$ cat src/rtl/avalon_enforcer_pkg.sv
// avalon_enforcer_pkg: shared types and sizing helpers for the Avalon-ST message enforcer
package avalon_enforcer_pkg;
    typedef enum logic {SOP_MERGE, SOP_TRUNCATE} sop_policy_t;
    typedef enum logic [1:0] {IDLE, IN_MSG, DISCARD} msg_sm_t;
    // one extra bit so out-of-range empty values can arrive and be clamped
    function automatic int empty_w(input int bytes);
        return $clog2(bytes) + 1;
    endfunction
endpackage

$ cat src/rtl/avalon_st_if.sv
// avalon_st_if: Avalon-ST stream bundle with data/valid/rdy/sop/eop/empty
interface avalon_st_if import avalon_enforcer_pkg::*; #(
    parameter int DATA_WIDTH_IN_BYTES = 16
);
    localparam int EW = empty_w(DATA_WIDTH_IN_BYTES);
    logic [8*DATA_WIDTH_IN_BYTES-1:0] data;
    logic valid;
    logic rdy;
    logic sop;
    logic eop;
    logic [EW-1:0] empty;
    modport master (output data, valid, sop, eop, empty, input rdy);
    modport slave (input data, valid, sop, eop, empty, output rdy);
endinterface

$ cat src/rtl/avalon_skid_buffer.sv
// avalon_skid_buffer: 2-entry skid buffer with registered output and registered upstream ready
module avalon_skid_buffer #(
    parameter int W = 8
) (
    input  logic         clk,
    input  logic         rst,
    input  logic         in_valid,
    input  logic [W-1:0] in_payload,
    output logic         in_rdy,
    output logic         out_valid,
    output logic [W-1:0] out_payload,
    input  logic         out_rdy
);
    logic         skid_v;
    logic         skid_v_n;
    logic [W-1:0] skid_p;
    // skid entry fills only when the output entry is occupied and stalled
    always_comb skid_v_n = skid_v ? !out_rdy : (in_valid && out_valid && !out_rdy);
    always_ff @(posedge clk or posedge rst) begin
        if (rst) begin
            in_rdy      <= 1'b0;
            out_valid   <= 1'b0;
            out_payload <= '0;
            skid_v      <= 1'b0;
            skid_p      <= '0;
        end else begin
            in_rdy <= !skid_v_n;
            skid_v <= skid_v_n;
            if (skid_v) begin
                if (out_rdy) out_payload <= skid_p;
            end else if (in_valid) begin
                if (!out_valid || out_rdy) begin
                    out_payload <= in_payload;
                    out_valid   <= 1'b1;
                end else begin
                    skid_p <= in_payload;
                end
            end else if (out_rdy) begin
                out_valid <= 1'b0;
            end
        end
    end
endmodule

$ cat src/rtl/avalon_enforcer_mc.sv
// avalon_enforcer_mc: repairs Avalon-ST framing (missing/unexpected SOP, overlong messages) and counts drops
module avalon_enforcer_mc import avalon_enforcer_pkg::*; #(
    parameter int          DATA_WIDTH_IN_BYTES = 16,
    parameter int          MAX_BEATS           = 256,
    parameter sop_policy_t SOP_POLICY          = SOP_MERGE,
    parameter int          CNT_WIDTH           = 16
) (
    input  logic                 clk,
    input  logic                 rst,
    avalon_st_if.slave           untrusted_msg,
    avalon_st_if.master          enforced_msg,
    output logic                 missing_sop_indi,
    output logic                 unexpected_sop_indi,
    output logic                 too_long_indi,
    output logic [CNT_WIDTH-1:0] dropped_beats
);
    localparam int DBITS = 8 * DATA_WIDTH_IN_BYTES;
    localparam int EW    = empty_w(DATA_WIDTH_IN_BYTES);
    localparam int BW    = $clog2(MAX_BEATS + 1);
    localparam int PW    = DBITS + EW + 2;
    localparam logic [EW-1:0] EMAX = EW'(DATA_WIDTH_IN_BYTES - 1);
    localparam logic [BW-1:0] LAST = BW'(MAX_BEATS - 1);

    msg_sm_t       state, nxt;
    logic [BW-1:0] cnt, cnt_n;
    logic          acc, fwd, drop, miss, unexp, long_msg;
    logic          o_sop, o_eop;
    logic [EW-1:0] o_emp, emp_c;
    logic [DBITS-1:0] keep;
    logic [PW-1:0] out_p;

    assign acc   = untrusted_msg.valid && untrusted_msg.rdy;
    assign emp_c = (untrusted_msg.empty > EMAX) ? EMAX : untrusted_msg.empty;
    assign keep  = {DBITS{1'b1}} << {o_emp, 3'b000};

    always_comb begin
        nxt      = state;
        cnt_n    = cnt;
        fwd      = 1'b0;
        drop     = 1'b0;
        miss     = 1'b0;
        unexp    = 1'b0;
        long_msg = 1'b0;
        o_sop    = 1'b0;
        o_eop    = 1'b0;
        o_emp    = '0;
        if (acc) begin
            if (state != IN_MSG) begin
                fwd   = untrusted_msg.sop;
                drop  = !untrusted_msg.sop;
                miss  = !untrusted_msg.sop && state == IDLE;
                o_sop = 1'b1;
                o_eop = untrusted_msg.eop;
                o_emp = untrusted_msg.eop ? emp_c : '0;
                if (untrusted_msg.sop) begin
                    nxt   = untrusted_msg.eop ? IDLE : IN_MSG;
                    cnt_n = untrusted_msg.eop ? '0 : BW'(1);
                end
            end else begin
                fwd      = 1'b1;
                unexp    = untrusted_msg.sop;
                long_msg = cnt == LAST && !untrusted_msg.eop;
                // truncation closes the message with a full last beat
                if (long_msg || (untrusted_msg.sop && SOP_POLICY == SOP_TRUNCATE)) begin
                    o_eop = 1'b1;
                    nxt   = DISCARD;
                    cnt_n = '0;
                end else if (untrusted_msg.eop) begin
                    o_eop = 1'b1;
                    o_emp = emp_c;
                    nxt   = IDLE;
                    cnt_n = '0;
                end else begin
                    cnt_n = cnt + 1'b1;
                end
            end
        end
    end

    always_ff @(posedge clk or posedge rst) begin
        if (rst) begin
            state               <= IDLE;
            cnt                 <= '0;
            dropped_beats       <= '0;
            missing_sop_indi    <= 1'b0;
            unexpected_sop_indi <= 1'b0;
            too_long_indi       <= 1'b0;
        end else begin
            state               <= nxt;
            cnt                 <= cnt_n;
            missing_sop_indi    <= miss;
            unexpected_sop_indi <= unexp;
            too_long_indi       <= long_msg;
            if (drop && !(&dropped_beats)) dropped_beats <= dropped_beats + 1'b1;
        end
    end

    avalon_skid_buffer #(.W(PW)) u_skid (
        .clk        (clk),
        .rst        (rst),
        .in_valid   (fwd),
        .in_payload ({untrusted_msg.data & keep, o_sop, o_eop, o_emp}),
        .in_rdy     (untrusted_msg.rdy),
        .out_valid  (enforced_msg.valid),
        .out_payload(out_p),
        .out_rdy    (enforced_msg.rdy)
    );

    assign {enforced_msg.data, enforced_msg.sop, enforced_msg.eop, enforced_msg.empty} = out_p;
endmodule

$ cat src/flat_wrapper.sv
// flat-port wrapper written by rule: the top's interface ports become plain ports
module avalon_enforcer_mc_flat import avalon_enforcer_pkg::*;
#(
    parameter int          DATA_WIDTH_IN_BYTES = 16,
    parameter int          MAX_BEATS           = 256,
    parameter sop_policy_t SOP_POLICY          = SOP_MERGE,
    parameter int          CNT_WIDTH           = 16
)
  (clk, rst, missing_sop_indi, unexpected_sop_indi, too_long_indi, dropped_beats, untrusted_msg_data, untrusted_msg_valid, untrusted_msg_sop, untrusted_msg_eop, untrusted_msg_empty, untrusted_msg_rdy, enforced_msg_data, enforced_msg_valid, enforced_msg_sop, enforced_msg_eop, enforced_msg_empty, enforced_msg_rdy);
  avalon_st_if #(.DATA_WIDTH_IN_BYTES(DATA_WIDTH_IN_BYTES)) untrusted_msg_i ();
  avalon_st_if #(.DATA_WIDTH_IN_BYTES(DATA_WIDTH_IN_BYTES)) enforced_msg_i ();
  input  logic clk;
  input  logic rst;
  output logic missing_sop_indi;
  output logic unexpected_sop_indi;
  output logic too_long_indi;
  output logic [CNT_WIDTH-1:0] dropped_beats;
  input wire logic [$bits(untrusted_msg_i.data)-1:0] untrusted_msg_data;
  input wire logic [$bits(untrusted_msg_i.valid)-1:0] untrusted_msg_valid;
  input wire logic [$bits(untrusted_msg_i.sop)-1:0] untrusted_msg_sop;
  input wire logic [$bits(untrusted_msg_i.eop)-1:0] untrusted_msg_eop;
  input wire logic [$bits(untrusted_msg_i.empty)-1:0] untrusted_msg_empty;
  output wire logic [$bits(untrusted_msg_i.rdy)-1:0] untrusted_msg_rdy;
  output wire logic [$bits(enforced_msg_i.data)-1:0] enforced_msg_data;
  output wire logic [$bits(enforced_msg_i.valid)-1:0] enforced_msg_valid;
  output wire logic [$bits(enforced_msg_i.sop)-1:0] enforced_msg_sop;
  output wire logic [$bits(enforced_msg_i.eop)-1:0] enforced_msg_eop;
  output wire logic [$bits(enforced_msg_i.empty)-1:0] enforced_msg_empty;
  input wire logic [$bits(enforced_msg_i.rdy)-1:0] enforced_msg_rdy;
  assign untrusted_msg_i.data = untrusted_msg_data;
  assign untrusted_msg_i.valid = untrusted_msg_valid;
  assign untrusted_msg_i.sop = untrusted_msg_sop;
  assign untrusted_msg_i.eop = untrusted_msg_eop;
  assign untrusted_msg_i.empty = untrusted_msg_empty;
  assign untrusted_msg_rdy = untrusted_msg_i.rdy;
  assign enforced_msg_data = enforced_msg_i.data;
  assign enforced_msg_valid = enforced_msg_i.valid;
  assign enforced_msg_sop = enforced_msg_i.sop;
  assign enforced_msg_eop = enforced_msg_i.eop;
  assign enforced_msg_empty = enforced_msg_i.empty;
  assign enforced_msg_i.rdy = enforced_msg_rdy;
  avalon_enforcer_mc #(.DATA_WIDTH_IN_BYTES(DATA_WIDTH_IN_BYTES), .MAX_BEATS(MAX_BEATS), .SOP_POLICY(SOP_POLICY), .CNT_WIDTH(CNT_WIDTH)) u_core (.clk(clk), .rst(rst), .untrusted_msg(untrusted_msg_i), .enforced_msg(enforced_msg_i), .missing_sop_indi(missing_sop_indi), .unexpected_sop_indi(unexpected_sop_indi), .too_long_indi(too_long_indi), .dropped_beats(dropped_beats));
endmodule
$ cat config.mk
export PLATFORM = sky130hd
export DESIGN_NAME = avalon_enforcer_mc_flat
export DESIGN_NICKNAME = d
export VERILOG_FILES = /design/src/rtl/avalon_enforcer_pkg.sv /design/src/rtl/avalon_st_if.sv /design/src/rtl/avalon_skid_buffer.sv /design/src/rtl/avalon_enforcer_mc.sv /design/src/flat_wrapper.sv
export SDC_FILE = /design/constraint.sdc
export NUM_CORES = 1
export LEC_CHECK = 0
export ABC_AREA = 1
export CAP_MARGIN = 20
export CELL_PAD_IN_SITES_DETAIL_PLACEMENT = 2
export CELL_PAD_IN_SITES_GLOBAL_PLACEMENT = 2
export CORE_ASPECT_RATIO = 0.5
export CORE_MARGIN = 8
export CORE_UTILIZATION = 29
export DETAILED_ROUTE_END_ITERATION = 10
export GPL_TIMING_DRIVEN = 0
export PLACE_DENSITY_LB_ADDON = 0.2
export SYNTH_ARGS = -nofsm -noshare
export SYNTH_HDL_FRONTEND = slang
export SYNTH_HIERARCHICAL = 1
export SYNTH_SLANG_ARGS = --single-unit
export TNS_END_PERCENT = 100
$ cat constraint.sdc
create_clock -name clk -period 12.5 [get_ports clk]
set_input_delay 3.125 -clock clk [delete_from_list [all_inputs] [get_ports clk]]
set_output_delay 3.125 -clock clk [all_outputs]
set_load 0.05 [all_outputs]
# Word level (Yosys, flattened, before mapping)
# Index checks and enable logic that the tools add are counted.
word_totals:
  wordCells: 86
  out_inout_bits: 156
  regBits: 303
  inputBits: 139
op_classes:
  order_cmp: 1
  n_bitwise: 3
  reduce_logical: 24
  eq_ne: 5
  muxes: 39
  n_shift: 1
  n_addsub: 2
op_table:
  columns: ["op", "n"]
  rows:
  - ["135-bit two-way mux", 4]
  - ["128-bit bitwise AND", 1]
  - ["128-bit by 8-bit left shift with 128-bit output, first input constant", 1]
  - ["9-bit two-way mux", 4]
  - ["5-bit two-way mux", 5]
  - ["1-bit two-way mux", 22]
  - ["16-bit by 1-bit adder with 16-bit output, second input constant", 1]
  - ["16-bit AND reduction", 1]
  - ["3-bit AND reduction", 4]
  - ["9-bit by 1-bit adder with 9-bit output, second input constant", 1]
  - ["9-bit by 8-bit equality test with 1-bit output, second input constant", 1]
  - ["2-bit two-way mux", 4]
  - ["1-bit logical AND", 6]
  - ["1-bit logical NOT", 6]
  - ["2-bit nonzero test", 3]
  - ["5-bit by 4-bit > comparator with 1-bit output, second input constant", 1]
  - ["2-bit by 1-bit inequality test with 1-bit output, second input constant", 2]
  - ["2-bit inequality test, second input constant", 2]
  - ["3-bit nonzero test", 1]
  - ["2-bit logical NOT", 1]
  - ["1-bit inverter", 2]
  - ["2-bit AND reduction", 1]
  - ["1-bit logical OR", 1]

# Logic depth before layout (Yosys ltp)
# Gate-level depths: netlist (run 1).
logic_depth:
  word_depth: 11
  ltp_mapped: 13
  mapped_depth_nobuf: 12

# By module
# Netlist (run 1), hierarchy kept.
by_module_without_submodules:
  columns: ["mod", "cells_each", "n_inst", "seq_area_each_um2", "area_per_inst_um2"]
  rows:
  - ["avalon_skid_buffer", 1618, 1, 6831.6, 12365.6]
  - ["avalon_enforcer_mc", 514, 1, 750.7, 2813.9]

# Worst setup path before layout (run 1)
# OpenSTA, ideal clock, no wires.
synth_timing:
  path_kind: "input to register"
  start: "in untrusted_msg_valid"
  end: "reg u_core.u_skid.skid_p[5]"
  slack_ns: 7.927
  path_buffers: 3
  path_stages: 12
  setup_ns: 0.117
  required_time_ns: 12.383
  t_arrival_ns: 4.457
  path_cell_list: "nand2_2 inv_2 nand2_1 inv_1 buf_2 nand2_2 inv_2 nand2_4 buf_2 buf_2 nand2_1 nand2_1"
synth_via:
  elab_chain_cells: 3
synth_rtl:
  columns: ["element", "line", "text"]
  rows:
  - ["start, declared", "flat_wrapper.sv:19", "input wire logic [$bits(untrusted_msg_i.valid)-1:0] untrusted_msg_valid;"]
  - ["1-bit logical AND", "avalon_enforcer_mc.sv:32", "assign acc = untrusted_msg.valid && untrusted_msg.rdy;"]
  - ["1-bit two-way mux", "avalon_enforcer_mc.sv:47", "if (acc) begin"]
  - ["named net u_core.fwd", "avalon_enforcer_mc.sv:26", "logic acc, fwd, drop, miss, unexp, long_msg;"]
  - ["3-bit AND reduction (no source line)", null, null]
  - ["end signal, assigned", "avalon_skid_buffer.sv:36", "skid_p <= in_payload;"]
  - ["end, declared", "avalon_skid_buffer.sv:16", "logic [W-1:0] skid_p;"]
# The timed path passes the listed nets, and every way through them passes these cells.
# A chain may end at the register's enable or synchronous reset.

# Worst setup path in the final report (run 1)
layout_timing:
  start: "in untrusted_msg_valid"
  end: "reg u_core.u_skid.skid_p[118]"
# Same word-level chain as after synthesis.

==> metrics.csv, run 1 <==
stage,metric,value,unit
floorplan,die-width,340,um
global_routing,antenna_found_initial,3,
yosys,synth.cell_area,15200,um2
yosys,ys_seq_elements,303,
yosys,ys_types,34,
global_routing,grtUsageTotal,0.191,
finish,fillers,6033,
pwr,power,5.02,mW
timing,drv_slew,0,
worst_setup_path,critPathMaxFanout,10,
worst_setup_path,rr_worst_depth,13,
pwr,p_leak,10.7,nW
finish,multi_input_area,6400,um2
yosys,seq_area_frac_synth,0.500,
worst_setup_path,endpoint_kind,flip-flop,
timing,fin_crit_sh,0.433,
clock_network,clock_latency,0.52,ns
route,drt-pass1-iter-count,4,
floorplan,die_h,178,um
route,ant_nets,0,
finish,layout_common_cells,"nand2_1, dfrtp_1, clkdlybuf4s50_1",
placement,hpwlAfterDp,42.9,mm
finish,seq_area,7580,um2
hold_path,hold_class,flip-flop to flip-flop,
worst_setup_path,crit_type,input pin to flip-flop,
finish,layout-drive-gt1-share,0.0650,
run_status,outcome,"finished, final reports clean",
floorplan,ios,295,
timing,setup_violations,0,
clock_network,cts_tree,built,
yosys,synthArstFlopShare,1.00,
timing,min_period,5.41,ns
clock_network,postCtsHoldBufs,0,
timing,tightestPinTransition,0.781,ns
finish,nNetsFinal,2600,
floorplan,core,51800,um2
route,viasPerCell,4.67,
yosys,syn_avg_cell_area,7.12,um2
clock_network,clk_pin_slew,0.06,ns
floorplan,rows,59,
clock_network,clock_sinks,303,
clock_network,htree_levels,2,
floorplan,die-area,60400,um2
global_routing,grt-ovfl-total,0,
placement,pre_cts_ws,6.55,ns
timing,rsz0062_at_grt,false,
placement,dp_cells,3123,
route,first_iter_violations,542,
clock_network,post-cts-setup-buffers,0,
placement,port-buffer-count,286,
global_routing,grt_max_degree,100,
timing,finClkSkew,0.00835,ns
global_routing,grt_pass1_vias,16731,
yosys,yosys_warnings,6,
route,drc,0,
clock_network,clockRootBuffer,clkbuf_16,
finish,area_delta_synth_final,32.6,%
clock_network,cts_resized,0,
floorplan,start_util,0.293,
route,drt-total-wl,58.8,mm
worst_setup_path,r2r_setup_slack,9.64,ns
global_routing,grt_pass1_wl,93.0,mm
timing,setup_slack,7.09,ns
yosys,synth_edf_count,0,
finish,finalNonFillerCells,3181,
route,wl_per_cell,18.5,um
pwr,powerDensity,250,nW/um2
pwr,ir_worst_vdd,0.112,mV
hold_path,min_delay_path_depth,1,
route,vias,14849,
worst_setup_path,setup.worst_path.start_class,input pin,
clock_network,clk_path_buf_depth,3,
finish,final_common_cell,nand2_1,
worst_setup_path,critPathArrivalTime,5.82,ns
yosys,syn_inst,2132,
timing,hold_violations,0,
clock_network,numCtsBuffers,34,
worst_setup_path,required,12.90,ns
placement,gp_congestion,0.759,
run,maxCapViolCount,0,
timing,max_freq,185,MHz
timing,slew_headroom,0.479,
yosys,ys.flop_type,dfrtp_1,
timing,fin_hold_ws,0.449,ns
-- logic make-up after synthesis --
group / Yosys count / share of synthesized area
and+or+nand+nor: 1506 / 0.402
DFF: 303 / 0.500
buffers and inverters: 285 / 0.0792
AOI/OAI and AO/OA: 26 / 0.0117
xor gates and xnor gates: 8 / 0.00462
adders and majority gates: 3 / 0.00247
other: 1 / 0.000247
-- cells in the mapped netlist, types with 4 or more instances --
cell	count	area, um2
dfrtp_1	303	7580
inv_1	149	559
nor2_2	6	37.5
buf_4	11	82.6
o21ai_2	5	43.8
nand2_1	1060	3980
clkbuf_1	52	195
xnor2_1	7	61.3
o21ai_0	10	50.1
inv_2	7	26.3
nand2_2	5	31.3
buf_2	61	305
nor2_1	139	522
nand4_1	4	25.0
nand3_1	278	1390
-- flip-flops by register name (all words and copies together), names as in the netlist --
| register | count |
|---|---|
| u_core/too_long_indi | 1 |
| u_core/u_skid/in_rdy | 1 |
| u_core/dropped_beats | 16 |
| u_core/u_skid/out_valid | 1 |
| u_core/u_skid/skid_v | 1 |
| u_core/u_skid/skid_p | 135 |
| u_core/cnt | 9 |
| u_core/unexpected_sop_indi | 1 |
| u_core/state | 2 |
| u_core/u_skid/out_payload | 135 |
| u_core/missing_sop_indi | 1 |
-- metal layers --
metal / up-vias / GRT usage / wire length (um)
met5: - / 0 / 0
met4: 0 / 0.0544 / 1620
met3: 87 / 0.0274 / 1650
met2: 176 / 0.357 / 30800
met1: 7431 / 0.228 / 24700
li1: 7155 / - / -
-- per-stage QoR --
| step | utilization | TNS, ns | instance area, um2 |
|---|---|---|---|
| floorplan | - | 0 | 15200 |
| global placement | 0.365 | -799.28 | 18900 |
| detailed placement | 0.367 | 0 | 19000 |
| CTS | 0.388 | 0 | 20100 |
| global route | 0.388 | 0 | 20100 |
| finish | 0.388 | 0 | 20100 |
-- critical path, cell delays in order --
cell             delay (ns)
clkdlybuf4s50_1        0.47
nand2_2                0.12
inv_2                  0.10
nand2_1                0.22
inv_1                  0.13
buf_2                  0.26
nand2_2                0.14
inv_2                  0.32
nand2_4                0.24
buf_2                  0.28
buf_2                  0.22
nand2_1                0.10
nand2_1                0.07
-- cell type report --
cell class / instances / share of cell area
Sequential cell: 303 / 0.377
Multi-Input combinational cell: 1545 / 0.318
Timing Repair Buffer: 289 / 0.146
Clock buffer: 50 / 0.0524
Tap cell: 701 / 0.0436
Buffer: 129 / 0.0306
Inverter: 156 / 0.0295
Clock inverter: 5 / 0.00249
Antenna cell: 3 / 0.000373
-- where the power goes --
group          internal [mW]  total, mW  switching, mW
combinational          0.706       2.35           1.65
clock                  0.602       1.03          0.425
sequential              1.40       1.64          0.242
-- worst paths after layout --
check                                                       to                 from
worst max-delay path                 u_core/u_skid/skid_p[118]  untrusted_msg_valid
worst min-delay path                   u_core/missing_sop_indi      u_core/state[1]
worst max register to register       u_core/u_skid/skid_p[118]      u_core/state[1]
worst min register to register         u_core/missing_sop_indi      u_core/state[1]
max in group asynchronous        u_core/u_skid/out_payload[31]                  rst
min in group asynchronous       u_core/u_skid/out_payload[104]                  rst
(Power assumes the default switching activity.)
==> inputs of run 2 (changes only) <==
--- a/config.mk
+++ b/config.mk
@@ -11,7 +11,7 @@
 export CELL_PAD_IN_SITES_GLOBAL_PLACEMENT = 2
 export CORE_ASPECT_RATIO = 0.5
 export CORE_MARGIN = 8
-export CORE_UTILIZATION = 29
+export CORE_UTILIZATION = 26
 export DETAILED_ROUTE_END_ITERATION = 10
 export GPL_TIMING_DRIVEN = 0
 export PLACE_DENSITY_LB_ADDON = 0.2
==> constraint.sdc (replaced) <==
create_clock -name clk -period 4.6 [get_ports clk]
set_input_delay 1.15 -clock clk [delete_from_list [all_inputs] [get_ports clk]]
set_output_delay 1.15 -clock clk [all_outputs]
set_load 0.05 [all_outputs]
==> run 2 against run 1 <==
  * Register-to-register slack got worse by 7.9 ns
  * Critical path depth did not move
  * Sequential power rose to 2.7 times the previous value
  * Count of clock-buffer cells in the layout grew 3
  * Die area rose by 11%
  * Largest power group unchanged
  * Routed wire length up 1.8%
  * Via count rose by 0.23%
  * Critical endpoint unchanged
==> metrics.csv, run 2 (synthesis gave the netlist of run 1 again) <==
stage,metric,value,unit,change
run_status,outcome,"finished, final reports clean",,
finish,fillers,6733,,+12%
worst_setup_path,r2r-start,u_core/state[1],,
timing,max_freq,289,MHz,
worst_setup_path,endpoint,u_core/u_skid/skid_p[118],,
timing,finClkSkew,0.0204,ns,+0.0120 ns
floorplan,die_h,187,um,+5.1%
run,maxCapViolCount,0,,unchanged
finish,nNetsFinal,2608,,+0.31%
timing,fin_setup_tns,0,ns,unchanged
floorplan,die-area,66800,um2,+11%
worst_setup_path,cpMaxStageDelayCell,clkdlybuf4s50_1,,
global_routing,grt_pass1_wl,95.2,mm,+2.3%
hold_path,hold_class,flip-flop to flip-flop,,
route,vias,14883,,+0.23%
clock_network,clockRootBuffer,clkbuf_16,,
clock_network,numCtsBuffers,35,,+2.9%
finish,layout_common_cells,"nand2_1, dfrtp_1, clkdlybuf4s50_1",,
route,viasPerCell,4.56,,-2.3%
route,drt-total-wl,59.9,mm,+1.8%
clock_network,cts_tree,built,,
route,wl_per_cell,18.3,um,-0.78%
placement,port-buffer-count,286,,unchanged
timing,slew_headroom,0.326,,-0.153
finish,area_delta_synth_final,34.5,%,
floorplan,core,57600,um2,+11%
worst_setup_path,crit_path_max_incr_delay,0.49,ns,+0.02 ns
floorplan,start_util,0.264,,-0.0292
worst_setup_path,critPathMaxFanout,10,,unchanged
worst_setup_path,critical-path-top-delay-family,buffers and inverters,,
clock_network,htree_levels,2,,unchanged
pwr,powerDensity,675,nW/um2,+170%
global_routing,grt-ovfl-total,0,,unchanged
timing,hold_violations,0,,unchanged
finish,final_cell_area,20400,um2,+1.4%
global_routing,grt_max_degree,38,,-62%
finish,final_common_cell,nand2_1,,
clock_network,postCtsHoldBufs,0,,unchanged
finish,layout-drive-gt1-share,0.0687,,+0.00370
floorplan,die-width,358,um,+5.3%
clock_network,clk_pin_slew,0.06,ns,about the same
worst_setup_path,rr_endpoint,u_core/u_skid/skid_p[118],,
worst_setup_path,rr_worst_depth,13,,unchanged
pwr,power,13.8,mW,+170%
pwr,ir_worst_vdd,0.274,mV,+150%
placement,place_area,19200,um2,+1.1%
route,ant_nets,0,,unchanged
timing,setup_slack,1.13,ns,-5.95 ns
floorplan,rows,62,,+5.1%
global_routing,grtUsageTotal,0.178,,-0.0133
timing,rsz0062_at_grt,false,,
clock_network,post-cts-setup-buffers,0,,unchanged
placement,gp_congestion,0.746,,-1.7%
worst_setup_path,cp_cell_sequence,"clkdlybuf4s50_1, nand2_2, inv_2, nand2_1, inv_1, buf_2, nand2_2, inv_2, nand2_4, buf_2, buf_2, nand2_1, nand2_1",,
route,drt-pass1-iter-count,4,,unchanged
placement,hpwlAfterDp,44.8,mm,+4.4%
pwr,p_leak,10.8,nW,+0.75%
worst_setup_path,endpoint_kind,flip-flop,,
worst_setup_path,cp.depth,13,,unchanged
worst_setup_path,path_buf_inv,7,,unchanged
global_routing,antenna_found_initial,8,,+5
floorplan,ios,295,,unchanged
clock_network,clock_sinks,303,,unchanged
worst_setup_path,setup.worst_path.start_class,input pin,,
timing,min_period,3.47,ns,
timing,fin_crit_sh,0.753,,
route,first_iter_violations,572,,+5.5%
clock_network,cts_resized,0,,unchanged
worst_setup_path,r2r_setup_slack,1.78,ns,-7.86 ns
global_routing,grt_pass1_vias,16902,,+1.0%
finish,reg_top3,"u_core/u_skid/out_payload x135, u_core/u_skid/skid_p x135, u_core/dropped_beats x16",,
timing,setup_violations,0,,unchanged
placement,pre_cts_ws,0.592,ns,-5.96 ns
timing,tightestPinTransition,1.01,ns,+0.230 ns
clock_network,clock_latency,0.54,ns,+0.02 ns
clock_network,clk_path_buf_depth,3,,unchanged
worst_setup_path,critPathArrivalTime,3.89,ns,-1.93 ns
worst_setup_path,crit_type,input pin to flip-flop,,
timing,drv_slew,0,,unchanged
worst_setup_path,required,5.02,ns,-7.88 ns
worst_setup_path,critPathLaunch,untrusted_msg_valid,,
route,drc,0,,unchanged
run 2: changes by cell type in the layout (fill, tap and decap cells not counted), sizes merged:
cell,previous run,this run
inv,156,155
clkbuf,102,105
clkinvlp,0,2
buf,80,87
bufinv,1,2
diode,3,8
run 2: per-layer routing:
| layer | wire length [um] | GRT usage | share of wire | vias to the layer above |
|---|---|---|---|---|
| met2 | 31200 | 0.329 | 0.52 | 146 |
| met3 | 1500 | 0.0246 | 0.025 | 73 |
| met1 | 26100 | 0.216 | 0.44 | 7470 |
| li1 | - | - | - | 7194 |
| met4 | 1180 | 0.0433 | 0.020 | 0 |
| met5 | 0 | 0 | 0 | - |
run 2: final cells by class:
type,count,area [um2],area share
timing repair buffer,296,3080,0.151
tap,768,961,0.0471
antenna,8,20.0,0.000981
clock inverter,7,87.6,0.00429
clock buffer,53,1080,0.0527
multi-input combinational,1545,6400,0.314
sequential,303,7580,0.372
inverter,156,589,0.0289
buffer,129,617,0.0302
run 2: stage by stage:
step	std cells	utilization	hold slack, ns
2_1_floorplan	2133	-	0.410
6_report	3265	0.355	0.455
3_5_place_dp	3197	0.334	0.451
5_1_grt	3265	0.355	0.475
4_1_cts	3257	0.354	0.455
3_3_place_gp	3187	0.330	0.447
run 2: power by group:
part	internal (mW)	leakage, nW	switching, mW
combinational	1.93	6.37	4.47
sequential	3.81	3.88	0.651
clock	1.72	0.573	1.20
total	7.46	10.8	6.32
run 2: worst min-delay path by stage:
stage / startpoint / to / slack (ns) / cells after the start
5_1_grt: u_core/state[1] / u_core/missing_sop_indi / 0.47 / 1
2_1_floorplan: u_core/state[1] / u_core/missing_sop_indi / 0.41 / 1
4_1_cts: u_core/state[1] / u_core/missing_sop_indi / 0.46 / 1
3_5_place_dp: u_core/state[1] / u_core/missing_sop_indi / 0.45 / 1
3_3_place_gp: u_core/state[1] / u_core/missing_sop_indi / 0.45 / 1
6_report: u_core/state[1] / u_core/missing_sop_indi / 0.45 / 1
